--- src/rtl/ir_tx_pkg.sv ---
// Shared types, FSM states and per-colour burst defaults for the IR packet transmitter.
package ir_tx_pkg;

    typedef logic [16:0] carrier_cnt_t;
    typedef logic [7:0]  len_t;

    typedef enum logic [3:0] {
        ST_IDLE   = 4'd0,
        ST_START  = 4'd1,
        ST_GAP0   = 4'd2,
        ST_SELECT = 4'd3,
        ST_GAP1   = 4'd4,
        ST_RIGHT  = 4'd5,
        ST_GAP2   = 4'd6,
        ST_LEFT   = 4'd7,
        ST_GAP3   = 4'd8,
        ST_BACK   = 4'd9,
        ST_GAP4   = 4'd10,
        ST_FWD    = 4'd11,
        ST_GAP5   = 4'd12
    } tx_state_e;

    typedef struct packed {
        len_t start_len;
        len_t select_len;
        len_t gap_len;
        len_t assert_len;
        len_t deassert_len;
    } burst_cfg_t;

    // Cars differ only in the select burst; everything else is shared.
    localparam burst_cfg_t CFG_BLUE   = '{8'd191, 8'd47,  8'd25, 8'd47, 8'd22};
    localparam burst_cfg_t CFG_YELLOW = '{8'd191, 8'd84,  8'd25, 8'd47, 8'd22};
    localparam burst_cfg_t CFG_GREEN  = '{8'd191, 8'd122, 8'd25, 8'd47, 8'd22};
    localparam burst_cfg_t CFG_RED    = '{8'd191, 8'd159, 8'd25, 8'd47, 8'd22};

    function automatic logic is_burst(input tx_state_e st);
        logic b;
        case (st)
            ST_START, ST_SELECT, ST_RIGHT, ST_LEFT, ST_BACK, ST_FWD: b = 1'b1;
            default:                                                 b = 1'b0;
        endcase
        return b;
    endfunction

    function automatic tx_state_e next_state(input tx_state_e st);
        tx_state_e n;
        case (st)
            ST_START:  n = ST_GAP0;
            ST_GAP0:   n = ST_SELECT;
            ST_SELECT: n = ST_GAP1;
            ST_GAP1:   n = ST_RIGHT;
            ST_RIGHT:  n = ST_GAP2;
            ST_GAP2:   n = ST_LEFT;
            ST_LEFT:   n = ST_GAP3;
            ST_GAP3:   n = ST_BACK;
            ST_BACK:   n = ST_GAP4;
            ST_GAP4:   n = ST_FWD;
            ST_FWD:    n = ST_GAP5;
            default:   n = ST_IDLE;
        endcase
        return n;
    endfunction

endpackage

--- src/rtl/ir_carrier_gen.sv ---
// Carrier counter: wraps over one carrier period, flags the last count of each period.
// IR_TX_CARRIER_EN selects a modulated carrier; otherwise carrier_o is held high.
module ir_carrier_gen
    import ir_tx_pkg::*;
#(
    parameter int unsigned HALF_PERIOD = 1389
) (
    input  logic clk_i,
    input  logic rst_n_i,
    input  logic en_i,
    input  logic clr_i,
    output logic carrier_o,
    output logic period_end_o
);

    localparam carrier_cnt_t LAST_CNT = carrier_cnt_t'(2 * HALF_PERIOD - 1);

    carrier_cnt_t cnt_q;
    carrier_cnt_t cnt_d;

    // Next count: clear wins, otherwise wrap at the end of a period while enabled.
    always_comb begin
        cnt_d = cnt_q;
        if (clr_i) begin
            cnt_d = 17'd0;
        end else if (en_i) begin
            if (cnt_q == LAST_CNT) begin
                cnt_d = 17'd0;
            end else begin
                cnt_d = cnt_q + 17'd1;
            end
        end else begin
            cnt_d = cnt_q;
        end
    end

    // Count register.
    always_ff @(posedge clk_i or negedge rst_n_i) begin
        if (!rst_n_i) begin
            cnt_q <= 17'd0;
        end else begin
            cnt_q <= cnt_d;
        end
    end

    assign period_end_o = (cnt_q == LAST_CNT);

`ifdef IR_TX_CARRIER_EN
    localparam carrier_cnt_t HIGH_CNT = carrier_cnt_t'(HALF_PERIOD);
    assign carrier_o = (cnt_q < HIGH_CNT);
`else
    assign carrier_o = 1'b1;
`endif

endmodule

--- src/rtl/ir_packet_tx.sv ---
// Sends one remote-car IR packet per rising edge of SEND_IN; IDLE ignores nothing, busy states ignore triggers.
// Carrier modulation of IR_LED is controlled by IR_TX_CARRIER_EN (see ir_carrier_gen).
module ir_packet_tx
    import ir_tx_pkg::*;
#(
    parameter int unsigned HALF_PERIOD  = 1389,
    parameter int unsigned START_LEN    = 191,
    parameter int unsigned SELECT_LEN   = 47,
    parameter int unsigned GAP_LEN      = 25,
    parameter int unsigned ASSERT_LEN   = 47,
    parameter int unsigned DEASSERT_LEN = 22
) (
    input  logic       CLK,
    input  logic       RESET_N,
    input  logic       SEND_IN,
    input  logic [3:0] COMMAND,
    output logic       IR_LED,
    output logic       BUSY
);

    localparam len_t START_L    = len_t'(START_LEN);
    localparam len_t SELECT_L   = len_t'(SELECT_LEN);
    localparam len_t GAP_L      = len_t'(GAP_LEN);
    localparam len_t ASSERT_L   = len_t'(ASSERT_LEN);
    localparam len_t DEASSERT_L = len_t'(DEASSERT_LEN);

    tx_state_e  state_q, state_d;
    logic [3:0] cmd_q, cmd_d;
    len_t       period_q, period_d;
    logic       send_q;
    logic       armed_q;
    len_t       len_s;
    logic       trigger_s;
    logic       carrier_s;
    logic       period_end_s;

    // The first clock after reset only loads the edge register, so a level already high is not an edge.
    assign trigger_s = SEND_IN & ~send_q & armed_q;

    ir_carrier_gen #(
        .HALF_PERIOD (HALF_PERIOD)
    ) u_carrier (
        .clk_i        (CLK),
        .rst_n_i      (RESET_N),
        .en_i         (state_q != ST_IDLE),
        .clr_i        ((state_q == ST_IDLE) & trigger_s),
        .carrier_o    (carrier_s),
        .period_end_o (period_end_s)
    );

    // Length of the current state in carrier periods.
    always_comb begin
        len_s = GAP_L;
        case (state_q)
            ST_START:  len_s = START_L;
            ST_SELECT: len_s = SELECT_L;
            ST_RIGHT:  len_s = cmd_q[3] ? ASSERT_L : DEASSERT_L;
            ST_LEFT:   len_s = cmd_q[2] ? ASSERT_L : DEASSERT_L;
            ST_BACK:   len_s = cmd_q[1] ? ASSERT_L : DEASSERT_L;
            ST_FWD:    len_s = cmd_q[0] ? ASSERT_L : DEASSERT_L;
            default:   len_s = GAP_L;
        endcase
    end

    // Next-state, command latch and period counter.
    always_comb begin
        state_d  = state_q;
        cmd_d    = cmd_q;
        period_d = period_q;
        if (state_q == ST_IDLE) begin
            if (trigger_s) begin
                cmd_d    = COMMAND;
                period_d = 8'd0;
                state_d  = ST_START;
            end else begin
                state_d  = ST_IDLE;
            end
        end else if (period_end_s) begin
            if (period_q == (len_s - 8'd1)) begin
                period_d = 8'd0;
                state_d  = next_state(state_q);
            end else begin
                period_d = period_q + 8'd1;
            end
        end else begin
            period_d = period_q;
        end
    end

    // State, command and edge-detect registers.
    always_ff @(posedge CLK or negedge RESET_N) begin
        if (!RESET_N) begin
            state_q  <= ST_IDLE;
            cmd_q    <= 4'd0;
            period_q <= 8'd0;
            send_q   <= 1'b0;
            armed_q  <= 1'b0;
        end else begin
            state_q  <= state_d;
            cmd_q    <= cmd_d;
            period_q <= period_d;
            send_q   <= SEND_IN;
            armed_q  <= 1'b1;
        end
    end

    assign IR_LED = carrier_s & is_burst(state_q);
    assign BUSY   = (state_q != ST_IDLE);

endmodule

--- config.mk ---
export PLATFORM = sky130hd
export DESIGN_NAME = ir_packet_tx
export DESIGN_NICKNAME = d
export VERILOG_FILES = /design/src/rtl/ir_tx_pkg.sv /design/src/rtl/ir_carrier_gen.sv /design/src/rtl/ir_packet_tx.sv
export SDC_FILE = /design/constraint.sdc
export NUM_CORES = 1
export LEC_CHECK = 0
export CORE_MARGIN = 2
export CORE_UTILIZATION = 61
export DETAILED_ROUTE_END_ITERATION = 7
export DONT_BUFFER_PORTS = 1
export PLACE_DENSITY = 0.77
export SKIP_CTS_REPAIR_TIMING = 1
export SLEW_MARGIN = 30
export SYNTH_ARGS = -nofsm -noshare
export SYNTH_HDL_FRONTEND = slang
export SYNTH_SLANG_ARGS = --single-unit
--- constraint.sdc ---
create_clock -name CLK -period 2.8 [get_ports CLK]
set_input_delay 0.14 -clock CLK [delete_from_list [all_inputs] [get_ports CLK]]
set_output_delay 0.14 -clock CLK [all_outputs]
set_load 0.005 [all_outputs]
Word level (Yosys, flattened, before mapping)

Memory sizes are Yosys's and may differ from the RTL's.
Index checks and enable logic that the tools add are counted.

Input bits: 7
ROM bits: 64
Output and inout port bits: 2
Logic and storage cells: 49
Register bits: 35
Memories kept: 1

Memory list:

| memory           | depth | width | read ports | clocked after Yosys merged registers in | write ports | RTL line        | source |
|---|---|---|---|---|---|---|---|
| (name not given) | 16    | 4     | 1          | 0                                       | 0           | ir_tx_pkg.sv:48 | `case (st)` |

$add $sub $neg: 3
Mux-type cells: 17
Reductions and logical operators: 9
Eq/ne operators: 9
Bitwise logic cells: 4

Operators by type and width:

| cell                                             | count |
|---|---|
| 2-to-1 mux 17 bit                                | 3 |
| case mux 8 bit (6 select lines)                  | 1 |
| 2-to-1 mux 8 bit                                 | 4 |
| 2-to-1 mux 6 bit                                 | 4 |
| adder 17 x 1 -> 17 bit, second input constant    | 1 |
| == test 17 x 12 -> 1 bit, second input constant  | 1 |
| 2-to-1 mux 4 bit                                 | 3 |
| adder 8 x 1 -> 8 bit, second input constant      | 1 |
| == test 4 x 3 -> 1 bit, second input constant    | 2 |
| == test 4 bit, second input constant             | 2 |
| == test 8 bit                                    | 1 |
| subtractor 8 x 1 -> 8 bit, second input constant | 1 |
| AND reduction 2 bit                              | 3 |
| nonzero test 2 bit                               | 3 |
| OR reduction 6 bit                               | 1 |
| == test 4 x 1 -> 1 bit, second input constant    | 1 |
| == test 4 x 2 -> 1 bit, second input constant    | 1 |
| logical NOT 4 bit                                | 1 |
| nonzero test 4 bit                               | 1 |
| AND 1 bit                                        | 3 |
| 2-to-1 mux 1 bit                                 | 2 |
| != test 2 bit, second input constant             | 1 |
| inverter 1 bit                                   | 1 |

Logic depth before layout (Yosys ltp)

Gate-level depths: netlist (run 1).

Depth after elaboration: 7
Gate-level depth with buffers: 10

Modules after synthesis

From an unflattened synthesis (run 1), not the netlist that was laid out.

Cells, all modules: 250
Area total of the unflattened synthesis: 2329.7 sq um

By module, submodules not included:

| module         | times used | seq. area each (sq um) | area an instance (sq um) | cells each |
|---|---|---|---|---|
| ir_packet_tx   | 1          | 450.4                  | 1336.3                   | 146 |
| ir_carrier_gen | 1          | 425.4                  | 993.5                    | 104 |

Worst setup path after synthesis (run 1)

OpenSTA, ideal clock, no wires.

Path kind: register to register
Start point: reg state_q[0]
End point: reg state_q[3]
Buffers on the path: 0
Setup slack: 0.356 ns
Arrival time: 2.316 ns
Cell stages (with the launch flop): 9
Path through: dfrtp_1 -> ha_1 -> o2bb2ai_1 -> and3b_1 -> o21ai_0 -> mux2_2 -> nor4_4 -> nand2_1 -> mux2_1

Word-level cells in the longest chain between the ends: 6

Ends and longest elaborated chain:

| element                               | RTL line           | source |
|---|---|---|
| start, declared                       | ir_packet_tx.sv:27 | `tx_state_e state_q, state_d;` |
| start signal, assigned                | ir_packet_tx.sv:99 | `state_q <= state_d;` |
| == test 4 bit (tied with other cells) | ir_packet_tx.sv:54 | `case (state_q)` |
| case mux 8 bit (6 select lines)       | ir_packet_tx.sv:54 |  |
| subtractor 8 x 1 -> 8 bit             | ir_packet_tx.sv:79 | `if (period_q == (len_s - 8'd1)) begin` |
| == test 8 bit                         | ir_packet_tx.sv:79 |  |
| nonzero test 2 bit (no source line)   | --                 |  |
| AND reduction 2 bit (no source line)  | --                 |  |

Several ways; a longest one is shown, not always the timed one. The select of a mux whose other input is x is not followed.
A chain may end at the register's enable or synchronous reset.

Worst setup path in the final report (run 1)

Start point: reg state_q[0]
End point: reg state_q[0]

Same word-level chain as after synthesis.

==> impl_metrics.yaml, run 1 <==
route:
  first_pass_iters: 4
  vias_per_cell: 6.27
  vias: 1818
  wl_per_cell_um: 15.5
  first_iter_violations: 160
  routed_wl_mm: 4.51
  ant_nets: 0
  post-route-drc-count: 0
logic_synthesis:
  synth_top_family_by_area: "simple AND/OR/NAND/NOR gates"
  synth_mux_area_share_pct: 2.67
  syn_area_um2: 2070
  synth_xor_area_share_pct: 2.54
  ys_seq_elements: 35
  synthSimpleGateAreaFrac_pct: 25.9
  syn_nets: 248
  synthArstFlopShare_pct: 100
  synth_top_flop_cell: "dfrtp_1"
  synthTopCellsByCount: "dfrtp_1, o21ai_0, nand2_1, nor2_1, nand3_1"
  synth_compound_area_share_pct: 18.3
  synth_most_common_cell: "dfrtp_1"
  synthAdderAreaFrac_pct: 4.85
  ys_seq_area_share_pct: 42.4
  synth_edf_count: 0
  synthCells: 233
  ys_types: 46
  syn_avg_cell_area_um2: 8.87
  synth_top_area_cell: "dfrtp_1"
  yosysWarnings: 0
  synthTopCellsByArea: "dfrtp_1, o21ai_0, ha_1"
  netlist.area_leader.share_pct: 42.4
timing:
  setup_viol: 0
  finalCritPeriodShare_pct: 91.9
  setup_ws_ns: 0.228
  worstMarginPinSlew_ns: 0.699
  fin_worst_skew_ns: 0.00665
  min_period_ns: 2.57
  max_freq_mhz: 389
  slew_violations: 0
  finalHoldViolations: 0
  setup-tns-final_ns: 0
  relSlewSlack_pct: 53.4
  rsz0062_at_grt: "no"
setup_path:
  path_max_fanout: 8
  critPathBufInv: 1
  max_stage_delay_ns: 0.47
  critPathLaunchType: "flop"
  reg2reg_from: "state_q[0]$_DFFE_PN0P_"
  worst_ep_arrival_time_ns: 2.81
  crit_start: "state_q[0]$_DFFE_PN0P_"
  path_class: "reg2reg"
  crit_chain: "ha_1 -> a221o_1 -> a221oi_2 -> xnor2_1 -> nor4_4 -> buf_4 -> o22ai_1 -> o2bb2ai_1"
  crit_family: "compound AO/OA/AOI/OAI gates"
  crit_required_ns: 3.04
  slowest_stage: "dfrtp_1"
  end_kind: "flop"
cts:
  htreeDepth: 2
  cts_max_path_buffers: 2
  cts_buffers: 5
  cts_tree: "built"
  cts_root_buf: "clkbuf_4"
  cts.sinks: 35
  path_clk_slew_ns: 0.11
  clk_latency_ns: 0.34
grt:
  grt_pass1_wl_mm: 8.10
  track_usage_pct: 25.8
  grt_start_max_net_pins: 36
  gr-total-overflow: 0
  grt_pass1_vias: 1779
  antenna_found_initial: 0
placement:
  dpl_cell_area_um2: 2120
  portBuffers: 0
  dp_slack_ns: 0.165
  dp_cells: 275
  place_congestion: 0.921
  dp.final_hpwl_mm: 3.12
die:
  fp-row-count: 21
  dieArea_um2: 3870
  core_area_um2: 3280
  start_util_pct: 62.9
  io_pins: 9
  die_height_um: 62.2
  fp.dieW_um: 62.2
power_and_ir_drop:
  irDropWorstVdd_uv: 245
  leakage_nw: 1.00
  power.density_nw_per_um2: 373
  combPwrFrac_pct: 2.4
  total_power_uw: 850
  switching_share_pct: 22.0
  pwr-share-seq_pct: 59.6
  clockPowerShare_pct: 38.0
  power.switching_uw: 187
  p_int_uw: 663
outcome:
  status: "complete, no violations"
layout:
  final_nets: 258
  final_area_um2: 2280
  drive_gt1_share_pct: 9.02
  layout.cells.non_filler: 290
  syn2layout_area_growth_pct: 10.4
  fillers: 255
  insertedDiodeCount: 0
hold_path:
  hold_class: "in2async"
job:
  cap_viol_max_count: 0
logic make-up after synthesis:
kind of cell / count (synthesis)
adder cells (fa/ha/maj): 8
AO/OA/AOI/OAI: 60
AND/OR/NAND/NOR: 102
buffers and inverters: 16
other: 1
XOR/XNOR: 6
multiplexers: 5
flip-flops: 35
path summary, 6_finish.rpt:
| kind | endpoint | depth (start not counted) | slack (ns) |
|---|---|---|---|
| worst min-delay path | cmd_q[3]$_DFFE_PN0P_ | 2 | 0.23 |
| worst max-delay path | state_q[0]$_DFFE_PN0P_ | 8 | 0.23 |
| min in group CLK | period_q[5]$_DFFE_PN0P_ | 4 | 0.25 |
| worst min register to register | u_carrier.cnt_q[3]$_DFFE_PN0P_ | 1 | 0.52 |
| max in group asynchronous | u_carrier.cnt_q[13]$_DFFE_PN0P_ | 2 | 2.38 |
| worst max register to register | state_q[0]$_DFFE_PN0P_ | 8 | 0.23 |
worst reg2reg max path, stage by stage (launching register included):
cell and delay [ns]:
dfrtp_1 0.47, ha_1 0.33, a221o_1 0.35, a221oi_2 0.30, xnor2_1 0.18, nor4_4 0.40, buf_4 0.20, o22ai_1 0.07
o2bb2ai_1 0.17
power by group through the flow:
stage | sequential (mW) | clock, mW | combinational [mW]
3_3_place_gp | 0.517 | 0 | 0.000794
4_1_cts | 0.507 | 0.326 | 0.000793
2_1_floorplan | 0.517 | 0 | 0.000740
5_1_grt | 0.507 | 0.343 | 0.0233
3_5_place_dp | 0.517 | 0 | 0.000804
6_report | 0.507 | 0.323 | 0.0204
per-layer routing:
layer	GRT usage (%)	routed length, um	share of wire [%]	vias up
met3	6.52	218	4.8	9
met4	9.17	69	1.5	0
met5	0	0	0	-
met2	43.6	2370	53	60
met1	32.3	1850	41	886
li1	-	-	-	863
layout make-up:
cell class / count / area, um^2 / share of cell area, %
Multi-Input combinational cell: 182 / 1130 / 49.7
Clock buffer: 8 / 68.8 / 3.02
Sequential cell: 35 / 876 / 38.4
Timing Repair Buffer: 12 / 118 / 5.16
Inverter: 7 / 26.3 / 1.15
Tap cell: 46 / 57.6 / 2.52
cell usage in the layout, fill, tap and decap left out, types with 5 or more instances in the layout:
master | netlist | routed
and3_1 | 10 | 10
dfrtp_1 | 35 | 35
o21ai_0 | 31 | 31
clkbuf_4 | 0 | 5
inv_1 | 7 | 7
nand2_1 | 23 | 23
ha_1 | 8 | 7
dlygate4sd3_1 | 0 | 6
nor2_1 | 23 | 23
a21oi_1 | 7 | 7
buf_4 | 1 | 5
nand3_1 | 18 | 18
sequential cells by signal (all words and copies together), names as in the netlist:
register         count
period_q             8
state_q              4
u_carrier.cnt_q     17
cmd_q                4
armed_q              1
send_q               1
metrics by stage:
| stage | util [%] | hold WS [ns] |
|---|---|---|
| after floorplan | - | -0.156 |
| after global placement | 64.6 | -0.155 |
| after detailed placement | 64.6 | -0.155 |
| after CTS | 66.7 | -0.532 |
| after global routing | 69.4 | 0.250 |
| final | 69.4 | 0.227 |
(Power assumes the default switching activity.)
==> run 2: changes to the inputs <==
--- a/config.mk
+++ b/config.mk
@@ -5,11 +5,13 @@
 export SDC_FILE = /design/constraint.sdc
 export NUM_CORES = 1
 export LEC_CHECK = 0
+export CELL_PAD_IN_SITES_DETAIL_PLACEMENT = 1
+export CELL_PAD_IN_SITES_GLOBAL_PLACEMENT = 1
 export CORE_MARGIN = 2
-export CORE_UTILIZATION = 61
+export CORE_UTILIZATION = 48
 export DETAILED_ROUTE_END_ITERATION = 7
 export DONT_BUFFER_PORTS = 1
-export PLACE_DENSITY = 0.77
+export PLACE_DENSITY_LB_ADDON = 0.1
 export SKIP_CTS_REPAIR_TIMING = 1
 export SLEW_MARGIN = 30
 export SYNTH_ARGS = -nofsm -noshare
==> run 2 against run 1 <==
Compared with the run above: setup slack got worse by 0.088 ns; clock skew is 0.0012 ns higher; worst hold slack worse by 0.23 ns; power rose by 1.3%; register-to-register slack got worse by 0.09 ns; critical endpoint is now state_q[3]$_DFFE_PN0P_; largest power group unchanged.
==> impl_metrics.yaml, run 2 (same netlist as run 1, synthesis figures left out) <==
timing:
  min_period_ns: 2.66
  worstMarginPinSlew_ns: 0.753
  finalCritPeriodShare_pct: 95.0
  finalHoldViolations: 0
  max_freq_mhz: 376
  slew_violations: 0
  setup_viol: 0
  fin_worst_skew_ns: 0.00787
  relSlewSlack_pct: 49.8
  setup-tns-final_ns: 0
route:
  post-route-drc-count: 0
  wl_met1_mm: 2.33
  wl_met3_um: 105
  wl_per_cell_um: 18.4
  vias_per_cell: 6.15
  ant_nets: 0
  first_iter_violations: 98
  vias: 1765
  routed_wl_mm: 5.27
  first_pass_iters: 4
  wl_met2_mm: 2.76
  top_layer: "met4"
hold_path:
  hold_class: "in2reg"
outcome:
  status: "complete, no violations"
grt:
  grt_pass1_vias: 1936
  gr-total-overflow: 0
  track_usage_pct: 23.8
  antenna_found_initial: 0
  grt_pass1_wl_mm: 9.16
  grt_start_max_net_pins: 36
power_and_ir_drop:
  p_int_uw: 678
  power.density_nw_per_um2: 383
  leakage_nw: 0.980
  power.switching_uw: 183
  irDropWorstVdd_uv: 185
  clockPowerShare_pct: 39.2
  pwr-share-seq_pct: 58.9
  combPwrFrac_pct: 1.9
  switching_share_pct: 21.3
  total_power_uw: 861
setup_path:
  path_max_fanout: 7
  crit_required_ns: 2.96
  worst_ep_arrival_time_ns: 2.82
  end_kind: "flop"
  path_class: "reg2reg"
  critPathLaunchType: "flop"
die:
  die_height_um: 69.6
  dieArea_um2: 4840
  fp.dieW_um: 69.6
  io_pins: 9
  core_area_um2: 4060
  fp-row-count: 23
  start_util_pct: 50.9
cts:
  cts_tree: "built"
  cts_buffers: 5
  cts.sinks: 35
  clk_latency_ns: 0.28
  cts_root_buf: "clkbuf_8"
  cts_max_path_buffers: 2
  path_clk_slew_ns: 0.07
  htreeDepth: 2
layout:
  fillers: 485
  drive_gt1_share_pct: 8.02
  multi_input_area_um2: 1140
  regMostFlops: "u_carrier.cnt_q"
  final_nets: 253
  layout.cells.non_filler: 287
  final_common_cell: "dfrtp_1"
  syn2layout_area_growth_pct: 8.72
  final_area_um2: 2250
  reg_top3: "u_carrier.cnt_q: 17 flops, period_q: 8 flops"
  insertedDiodeCount: 0
  regArea_um2: 876
  layout_common_cells: "dfrtp_1, o21ai_0, nor2_1, nand2_1, nand3_1"
  largest_reg_flops: 17
placement:
  portBuffers: 0
  dpl_cell_area_um2: 2120
  dp_cells: 278
  place_congestion: 0.857
  dp.final_hpwl_mm: 3.68
job:
  cap_viol_max_count: 0
==> run 2: cell types whose count changed in the layout (fill, tap and decap cells not counted), sizes merged <==
| cell | before | now |
|---|---|---|
| buf | 6 | 5 |
| clkbuf | 8 | 6 |
| dlygate4sd3 | 6 | 2 |
==> run 2: worst max-delay path: stages, from the launching register on <==
cell	delay [ns]
dfrtp_1	0.42
inv_1	0.10
ha_1	0.28
a221o_1	0.37
a221oi_2	0.37
xnor2_2	0.15
nor4_4	0.40
nand2_1	0.13
mux2_1	0.32
==> run 2: power by group through the flow <==
stage	Sequential, mW	Clock [mW]	Combinational [mW]
6_report	0.507	0.337	0.0164
5_1_grt	0.507	0.371	0.0186
4_1_cts	0.507	0.345	0.000933
3_5_place_dp	0.517	0	0.000933
3_3_place_gp	0.517	0	0.000806
2_1_floorplan	0.517	0	0.000740
==> run 2: metrics by stage <==
stage / hold slack (ns) / util, % / setup WS, ns
2_1_floorplan: -0.156 / - / 0.356
3_3_place_gp: -0.155 / 52.2 / 0.274
3_5_place_dp: -0.154 / 52.2 / 0.0631
4_1_cts: -0.461 / 54.0 / 0.0497
5_1_grt: 0.00669 / 55.4 / -0.0344
6_report: 0.000310 / 55.4 / 0.140
==> run 2: path summary, 6_finish.rpt <==
path | startpoint | endpoint | slack, ns | cells past startpoint
min in group asynchronous | RESET_N | state_q[1]$_DFFE_PN0P_ | 0.32 | 2
setup reg to reg | state_q[1]$_DFFE_PN0P_ | state_q[3]$_DFFE_PN0P_ | 0.14 | 8
hold reg to reg | u_carrier.cnt_q[7]$_DFFE_PN0P_ | u_carrier.cnt_q[7]$_DFFE_PN0P_ | 0.51 | 1
max in group asynchronous | RESET_N | state_q[3]$_DFFE_PN0P_ | 2.30 | 2
hold / removal | COMMAND[3] | cmd_q[3]$_DFFE_PN0P_ | 0.0003 | 2
setup / recovery | state_q[1]$_DFFE_PN0P_ | state_q[3]$_DFFE_PN0P_ | 0.14 | 8
==> run 2: layout make-up <==
class	instances	area share, %
multi-input combinational	182	50.7
sequential	35	39.0
clock buffer	6	3.23
inverter	7	1.17
timing repair buffer	7	3.12
tap	50	2.79
==> run 2: routing by layer <==
metal	vias to the layer above	track usage, %
li1	847	-
met1	893	28.2
met2	18	42.3
met3	7	3.78
met4	0	10.2
met5	-	0
